<file path="src/rtl/program_loader_pkg.sv">
// +----------------------------------------------------------------------------+
// | program_loader_pkg                                                          |
// | Shared state encoding and frame constants for the instruction loader.       |
// | Revision: 1.0                                                               |
// +----------------------------------------------------------------------------+
`default_nettype none

package program_loader_pkg;

  localparam int c_bytes_per_word = 4;
  localparam int c_byte_idx_w     = 2;

  typedef enum logic [2:0] {
    S_IDLE   = 3'd0,
    S_HEADER = 3'd1,
    S_DATA   = 3'd2,
    S_WRITE  = 3'd3,
    S_CHECK  = 3'd4,
    S_RUN    = 3'd5,
    S_ERROR  = 3'd6
  } state_t;

  function automatic logic state_is_busy(input state_t s);
    return (s == S_HEADER) || (s == S_DATA) || (s == S_WRITE) || (s == S_CHECK);
  endfunction

  // Byte acceptance is only offered where the frame parser consumes a byte.
  function automatic logic state_takes_bytes(input state_t s);
    return (s == S_HEADER) || (s == S_DATA) || (s == S_CHECK);
  endfunction

endpackage

`default_nettype wire

</file>
<file path="src/rtl/program_loader_word_assembler.sv">
// +----------------------------------------------------------------------------+
// | program_loader_word_assembler                                               |
// | Packs bytes little-endian into a word and keeps the running XOR checksum.   |
// | Revision: 1.0                                                               |
// +----------------------------------------------------------------------------+
`default_nettype none

module program_loader_word_assembler
  import program_loader_pkg::*;
#(
  parameter int DATA_W = 32
) (
  input  logic              clk,
  input  logic              rst,
  input  logic              i_clear,
  input  logic [7:0]        i_seed,
  input  logic              i_accept,
  input  logic [7:0]        i_din,
  output logic [DATA_W-1:0] o_word_next,
  output logic [7:0]        o_csum,
  output logic              o_word_full
);

  logic [c_byte_idx_w-1:0] r_byte_idx;
  logic [DATA_W-1:0]       r_word;
  logic [7:0]              r_csum;

  // Word including the byte being accepted this cycle, so the writer can
  // launch the store on the same edge that takes the last byte.
  always_comb begin
    o_word_next = r_word;
    o_word_next[{r_byte_idx, 3'b000} +: 8] = i_din;
  end

  assign o_word_full = i_accept && (r_byte_idx == c_byte_idx_w'(c_bytes_per_word - 1));
  assign o_csum      = r_csum;

  always_ff @(posedge clk) begin
    if (!rst) begin
      r_byte_idx <= '0;
      r_word     <= '0;
      r_csum     <= '0;
    end else if (i_clear) begin
      r_byte_idx <= '0;
      r_word     <= '0;
      r_csum     <= i_seed;
    end else if (i_accept) begin
      r_byte_idx <= r_byte_idx + c_byte_idx_w'(1);
      r_word     <= o_word_next;
      r_csum     <= r_csum ^ i_din;
    end
  end

endmodule

`default_nettype wire

</file>
<file path="src/rtl/program_loader.sv">
// +----------------------------------------------------------------------------+
// | program_loader                                                              |
// | Loads a framed byte stream into instruction memory, verifies the XOR        |
// | checksum and releases the processor from reset on success.                  |
// | Revision: 1.0                                                               |
// +----------------------------------------------------------------------------+
`default_nettype none

module program_loader
  import program_loader_pkg::*;
#(
  parameter int ADDR_W  = 8,
  parameter int DATA_W  = 32,
  parameter int TIMEOUT = 1024
) (
  input  logic              clk,
  input  logic              rst,
  input  logic              load_req,
  input  logic              rx_valid,
  input  logic [7:0]        rx_data,
  output logic              rx_ready,
  output logic              im_wren,
  output logic [ADDR_W-1:0] im_address,
  output logic [DATA_W-1:0] im_data,
  output logic              cpu_rst,
  output logic              cpu_enable,
  output logic              busy,
  output logic              done,
  output logic              err,
  output logic [ADDR_W:0]   words_loaded
);

  localparam int c_to_w = (TIMEOUT > 1) ? $clog2(TIMEOUT) : 1;
  localparam logic [c_to_w-1:0] c_to_last = c_to_w'((TIMEOUT > 0) ? TIMEOUT - 1 : 0);

  state_t              r_state;
  state_t              w_state_nxt;
  logic                w_xfer;
  logic [ADDR_W:0]     r_count;
  logic [ADDR_W-1:0]   r_addr;
  logic [c_to_w-1:0]   r_idle;
  logic                w_timeout;
  logic                w_last_word;
  logic                w_clear;
  logic                w_accept;
  logic [DATA_W-1:0]   w_word_next;
  logic [7:0]          w_csum;
  logic                w_word_full;

  assign w_xfer      = rx_valid && rx_ready;
  assign w_clear     = (r_state == S_HEADER) && w_xfer;
  assign w_accept    = (r_state == S_DATA) && w_xfer;
  assign w_last_word = ((words_loaded + (ADDR_W+1)'(1)) == r_count);
  assign w_timeout   = (TIMEOUT != 0) && !w_xfer && (r_idle == c_to_last);

  program_loader_word_assembler #(
    .DATA_W (DATA_W)
  ) u_word_assembler (
    .clk         (clk),
    .rst         (rst),
    .i_clear     (w_clear),
    .i_seed      (rx_data),
    .i_accept    (w_accept),
    .i_din       (rx_data),
    .o_word_next (w_word_next),
    .o_csum      (w_csum),
    .o_word_full (w_word_full)
  );

  always_comb begin
    w_state_nxt = r_state;
    case (r_state)
      S_IDLE:   if (load_req) w_state_nxt = S_HEADER;
      S_HEADER: if (w_xfer) w_state_nxt = S_DATA;
      S_DATA: begin
        if (w_word_full)    w_state_nxt = S_WRITE;
        else if (w_timeout) w_state_nxt = S_ERROR;
      end
      S_WRITE:  w_state_nxt = w_last_word ? S_CHECK : S_DATA;
      S_CHECK: begin
        if (w_xfer)         w_state_nxt = (rx_data == w_csum) ? S_RUN : S_ERROR;
        else if (w_timeout) w_state_nxt = S_ERROR;
      end
      S_RUN:    if (load_req) w_state_nxt = S_HEADER;
      S_ERROR:  if (load_req) w_state_nxt = S_HEADER;
      default:  w_state_nxt = S_IDLE;
    endcase
  end

  // Status outputs are decoded from the next state so they line up with r_state.
  always_ff @(posedge clk) begin
    if (!rst) begin
      r_state    <= S_IDLE;
      rx_ready   <= 1'b0;
      busy       <= 1'b0;
      done       <= 1'b0;
      err        <= 1'b0;
      cpu_rst    <= 1'b0;
      cpu_enable <= 1'b0;
      im_wren    <= 1'b0;
    end else begin
      r_state    <= w_state_nxt;
      rx_ready   <= state_takes_bytes(w_state_nxt);
      busy       <= state_is_busy(w_state_nxt);
      done       <= (w_state_nxt == S_RUN);
      err        <= (w_state_nxt == S_ERROR);
      cpu_rst    <= (w_state_nxt == S_RUN);
      cpu_enable <= (w_state_nxt == S_RUN);
      im_wren    <= (w_state_nxt == S_WRITE);
    end
  end

  always_ff @(posedge clk) begin
    if (!rst) begin
      im_address   <= '0;
      im_data      <= '0;
      r_count      <= '0;
      r_addr       <= '0;
      words_loaded <= '0;
    end else begin
      if (w_word_full) begin
        im_address <= r_addr;
        im_data    <= w_word_next;
      end
      if (w_clear) begin
        r_count      <= (ADDR_W+1)'(rx_data) + (ADDR_W+1)'(1);
        r_addr       <= '0;
        words_loaded <= '0;
      end else if (r_state == S_WRITE) begin
        r_addr       <= r_addr + ADDR_W'(1);
        words_loaded <= words_loaded + (ADDR_W+1)'(1);
      end
    end
  end

  // Idle run length only grows while the parser is waiting for a byte.
  always_ff @(posedge clk) begin
    if (!rst) begin
      r_idle <= '0;
    end else if ((TIMEOUT != 0) && !w_xfer && (w_state_nxt == r_state) &&
                 ((r_state == S_DATA) || (r_state == S_CHECK))) begin
      r_idle <= r_idle + c_to_w'(1);
    end else begin
      r_idle <= '0;
    end
  end

endmodule

`default_nettype wire

</file>
<file path="config.mk">
export PLATFORM = sky130hd
export DESIGN_NAME = program_loader
export DESIGN_NICKNAME = d
export VERILOG_FILES = /design/src/rtl/program_loader_pkg.sv /design/src/rtl/program_loader_word_assembler.sv /design/src/rtl/program_loader.sv
export SDC_FILE = /design/constraint.sdc
export NUM_CORES = 1
export LEC_CHECK = 0
export BUFFER_PORTS_ARGS = -buffer_cell sky130_fd_sc_hd__buf_2
export CAP_MARGIN = 5
export CORE_ASPECT_RATIO = 1.25
export CORE_MARGIN = 2
export CORE_UTILIZATION = 53
export CTS_CLUSTER_SIZE = 8
export DETAILED_ROUTE_END_ITERATION = 10
export GPL_TIMING_DRIVEN = 0
export PLACE_DENSITY = 0.75
export RECOVER_POWER = 100
export SYNTH_ARGS = -nofsm -noshare
export SYNTH_HDL_FRONTEND = slang
export SYNTH_HIERARCHICAL = 1
export SYNTH_SLANG_ARGS = --single-unit
</file>
<file path="constraint.sdc">
create_clock -name clk -period 4.8 [get_ports clk]
set_clock_uncertainty 0.05 [all_clocks]
set_input_delay 0.72 -clock clk [delete_from_list [all_inputs] [get_ports clk]]
set_output_delay 0.72 -clock clk [all_outputs]
set_load 0.05 [all_outputs]
</file>
==> run_results.csv <==
group,metric,value,unit
floorplan,coreArea,11000,µm²
cts,post_cts_resized,0,
setup_path,cpMaxStageDelayCell,"or3b_2",
global_route,grt_max_degree,17,
min_path,hp-class,"reg2reg",
cts,holdBufCountCts,0,
placed_design,io_buffers,67,
final_layout,fillers,959,
yosys,ys_seq_area_frac,0.423,
floorplan,std_cell_rows,43,
floorplan,die_w,98.8,µm
power,ir_worst_vdd,0.233,mV
yosys,synth_edf_count,0,
yosys,yosysWarningCount,6,
yosys,ys.flop_type,"dfxtp_1",
cts,clkSinkCount,126,
setup_path,crit_required,5000,ps
yosys,synth-simple-area-share,0.222,
setup_path,path_common_cell,"nor2_1",
setup_path,r2r_cells,12,
yosys,ys_top_cells_by_area,"dfxtp_1 42%, mux2i_1 6.9%, xor2_1 4.6%, nor2b_1 4.5%, nand2_1 3.9%",
global_route,antenna_found_initial,0,
power,p_total,2.56,mW
global_route,grt_pass1_vias,4889,
outcome,outcome,"finished clean",
sta,slew_headroom,0.218,
sta,final-hold-violation-count,0,
placed_design,gp_congestion,0.911,
yosys,syn_inst,662,
route,antenna_left,0,
sta,period_minus_slack,3720,ps
final_layout,diodes,0,
final_layout,final_nets,769,
global_route,grt_util_all_layers,0.238,
sta,postLayoutSetupSlackWorst,1080,ps
final_layout,stdcell_area,6990,µm²
cts,clock_path_buffers,2,
power,power_frac_seq,0.418,
route,routedWlPerCell,16.0,µm
route,drcViolationCount,0,
final_layout,final_common_cell,"dfxtp_1",
final_layout,syn_to_final_growth,17.3,%
yosys,synth_adder_area_share,0.0189,
power,switching_power,0.550,mW
yosys,synth_mux_area_frac,0.0689,
yosys,synth_nets,683,
final_layout,final-seq-area,2520,µm²
setup_path,cp_slowest_stage_delay,520,ps
yosys,synth_top_family_by_area,"simple AND/OR/NAND/NOR gates",
cts,cts_tree,"built",
yosys,synth-seq-cells,126,
placed_design,place_area,6460,µm²
setup_path,worstPathCellList,"or3b_2 -> nor2_1 -> clkbuf_1 -> nand2_1 -> inv_1 -> clkbuf_1 -> inv_1 -> nor2_1 -> and3b_1 -> and4_1 -> o21ai_0 -> nor2_1",
setup_path,reg2reg_to,"r_idle[6]",
yosys,synth.distinct_cells,55,
cts,clock_latency,410,ps
setup_path,endpoint_kind,"flip-flop",
sta,hold_slack,403,ps
setup_path,critical_path.endpoint,"r_idle[6]",
min_path,worstHoldPathCells,2,
yosys,synth_xor_xnor_area_share,0.0779,
sta,fin_tns_setup,0,ps
power,leakage,2.52,nW
yosys,synth_compound_area_frac,0.146,
power,power.share.switching,0.215,
setup_path,worst_ep_arrival_time,3920,ps
sta,tightestPinTransition,1160,ps
route,routed_via_density,5.74,
sta,rsz0062_at_grt,"no",
cts,root_buffer,"clkbuf_16",
floorplan,io_pins,68,
placed_design,dp_slack,1600,ps
final_layout,final_cell_mix,"126 x dfxtp_1, 91 x clkbuf_1, 62 x nand2_1",
setup_path,critPathKind,"reg2reg",
global_route,grt_pass1_wl,23000,µm
power,power-per-cell-area,367,nW/µm²
setup_path,timing.rr.start,"r_state[1]",
floorplan,die_area,12100,µm²
setup_path,timing.critical_path.from_type,"flip-flop",
yosys,yosysTopAreaCell,"dfxtp_1",
sta,maxSlewViolCount,0,
final_layout,multi_input_area,3170,µm²
setup_path,cp_max_fo,10,
yosys,postSynthAreaPerCell,9.00,µm²
sta,period_share,0.775,
sta,fmax,269,MHz
flow_run,drv_cap,0,
setup_path,ff2ff_setup_slack,1080,ps
floorplan,initial_core_util,0.540,
setup_path,worstSetupStartpoint,"r_state[1]",
power,clock_power_share,0.522,
sta,setup_viol,0,
route,drt-total-wl,14300,µm
global_route,grt.overflow.total,0,
cts,cts_made_buffers,17,
floorplan,die_h,123,µm
cts,clk_pin_slew_worst_paths,50,ps
route,first_pass_iters,5,
yosys,ys_async_sr_fraction,0,
yosys,syn_area,5960,µm²
yosys,synth_top_area_frac,0.423,
power,p_int,2.01,mW
route,drt_iter0_markers,320,
cts,cts_max_level,4,
route,dr_total_vias,5135,
cts,postCtsSetupBuffers,0,
final_layout,drive_above_1_share,0.0817,
power,power.share.combinational,0.060,
placed_design,dp_hpwl,10100,µm
[cell usage after synthesis, drive strengths merged (2+ instances only)]
cell type,count
nand4,24
and2,9
mux2i,41
nor3b,2
nor4b,3
nor3,4
nand4b,2
and3,11
or3b,2
a32oi,6
or3,4
dfxtp,126
nor2b,43
a21boi,3
nand3,12
a22oi,6
and3b,4
a22o,24
buf,9
o21ai,28
clkbuf,32
a21oi,38
ha,9
nor2,52
and4bb,3
nand2,62
xnor2,22
o211ai,2
o211a,8
and4,4
a31oi,2
xor2,31
a32o,3
inv,19
[area by class of cell]
class,instances,share of cell area
clock buffers,23,0.0684
inverters,19,0.0102
multi-input cells,476,0.453
well taps,135,0.0242
repair buffers,67,0.0379
clock inverters,7,0.0193
plain buffers,41,0.0261
flip-flops and latches,126,0.361
[logic make-up after synthesis]
kind of cell,after synthesis
buffers and inverters,60
DFF,126
AOI/OAI and AO/OA,126
and+or+nand+nor,247
adders and majority gates,9
muxes,41
xor gates and xnor gates,53
[routing by layer]
metal / up-vias / share of wire / track usage
li1: 2488 / - / -
met1: 2444 / 0.40 / 0.270
met2: 178 / 0.52 / 0.428
met3: 25 / 0.056 / 0.0604
met4: 0 / 0.022 / 0.0899
met5: - / 0 / 0
[power by group through the flow]
stage	logic (mW)	registers [mW]	clock network, mW
floorplan	0.0954	1.10	0
global placement	0.150	1.09	0
detailed placement	0.153	1.09	0
CTS	0.155	1.07	1.35
global route	0.167	1.07	1.40
finish	0.154	1.07	1.34
[critical path: cells and delay by family (launching register included)]
family                 cells  cell delay [ps]
buffers and inverters      4              930
AOI/OAI and AO/OA          1              430
DFF                        1              390
and+or+nand+nor            7             1750
[worst min-delay path by stage]
stage                                 from                     endpoint
3_3_place_gp   u_word_assembler/r_word[12]  u_word_assembler/r_word[12]
3_5_place_dp   u_word_assembler/r_word[28]  u_word_assembler/r_word[28]
6_report       u_word_assembler/r_word[28]  u_word_assembler/r_word[28]
2_1_floorplan                    r_idle[0]                    r_idle[0]
4_1_cts        u_word_assembler/r_word[28]  u_word_assembler/r_word[28]
5_1_grt        u_word_assembler/r_word[21]  u_word_assembler/r_word[21]
[stage by stage]
| stage | util | instances |
|---|---|---|
| after floorplan | - | 662 |
| after detailed placement | 0.586 | 864 |
| after global routing | 0.634 | 894 |
| after global placement | 0.586 | 864 |
| after CTS | 0.641 | 894 |
| final | 0.634 | 894 |
[state kept, by name, indices dropped and copies added, names as in the netlist, 2 cells and up]
name                         count
u_word_assembler/r_byte_idx      2
r_state                          3
u_word_assembler/o_csum          8
im_data                         32
r_idle                          10
im_address                       8
words_loaded                     9
r_count                          9
u_word_assembler/r_word         32
r_addr                           8
(Power assumes the default switching activity.)
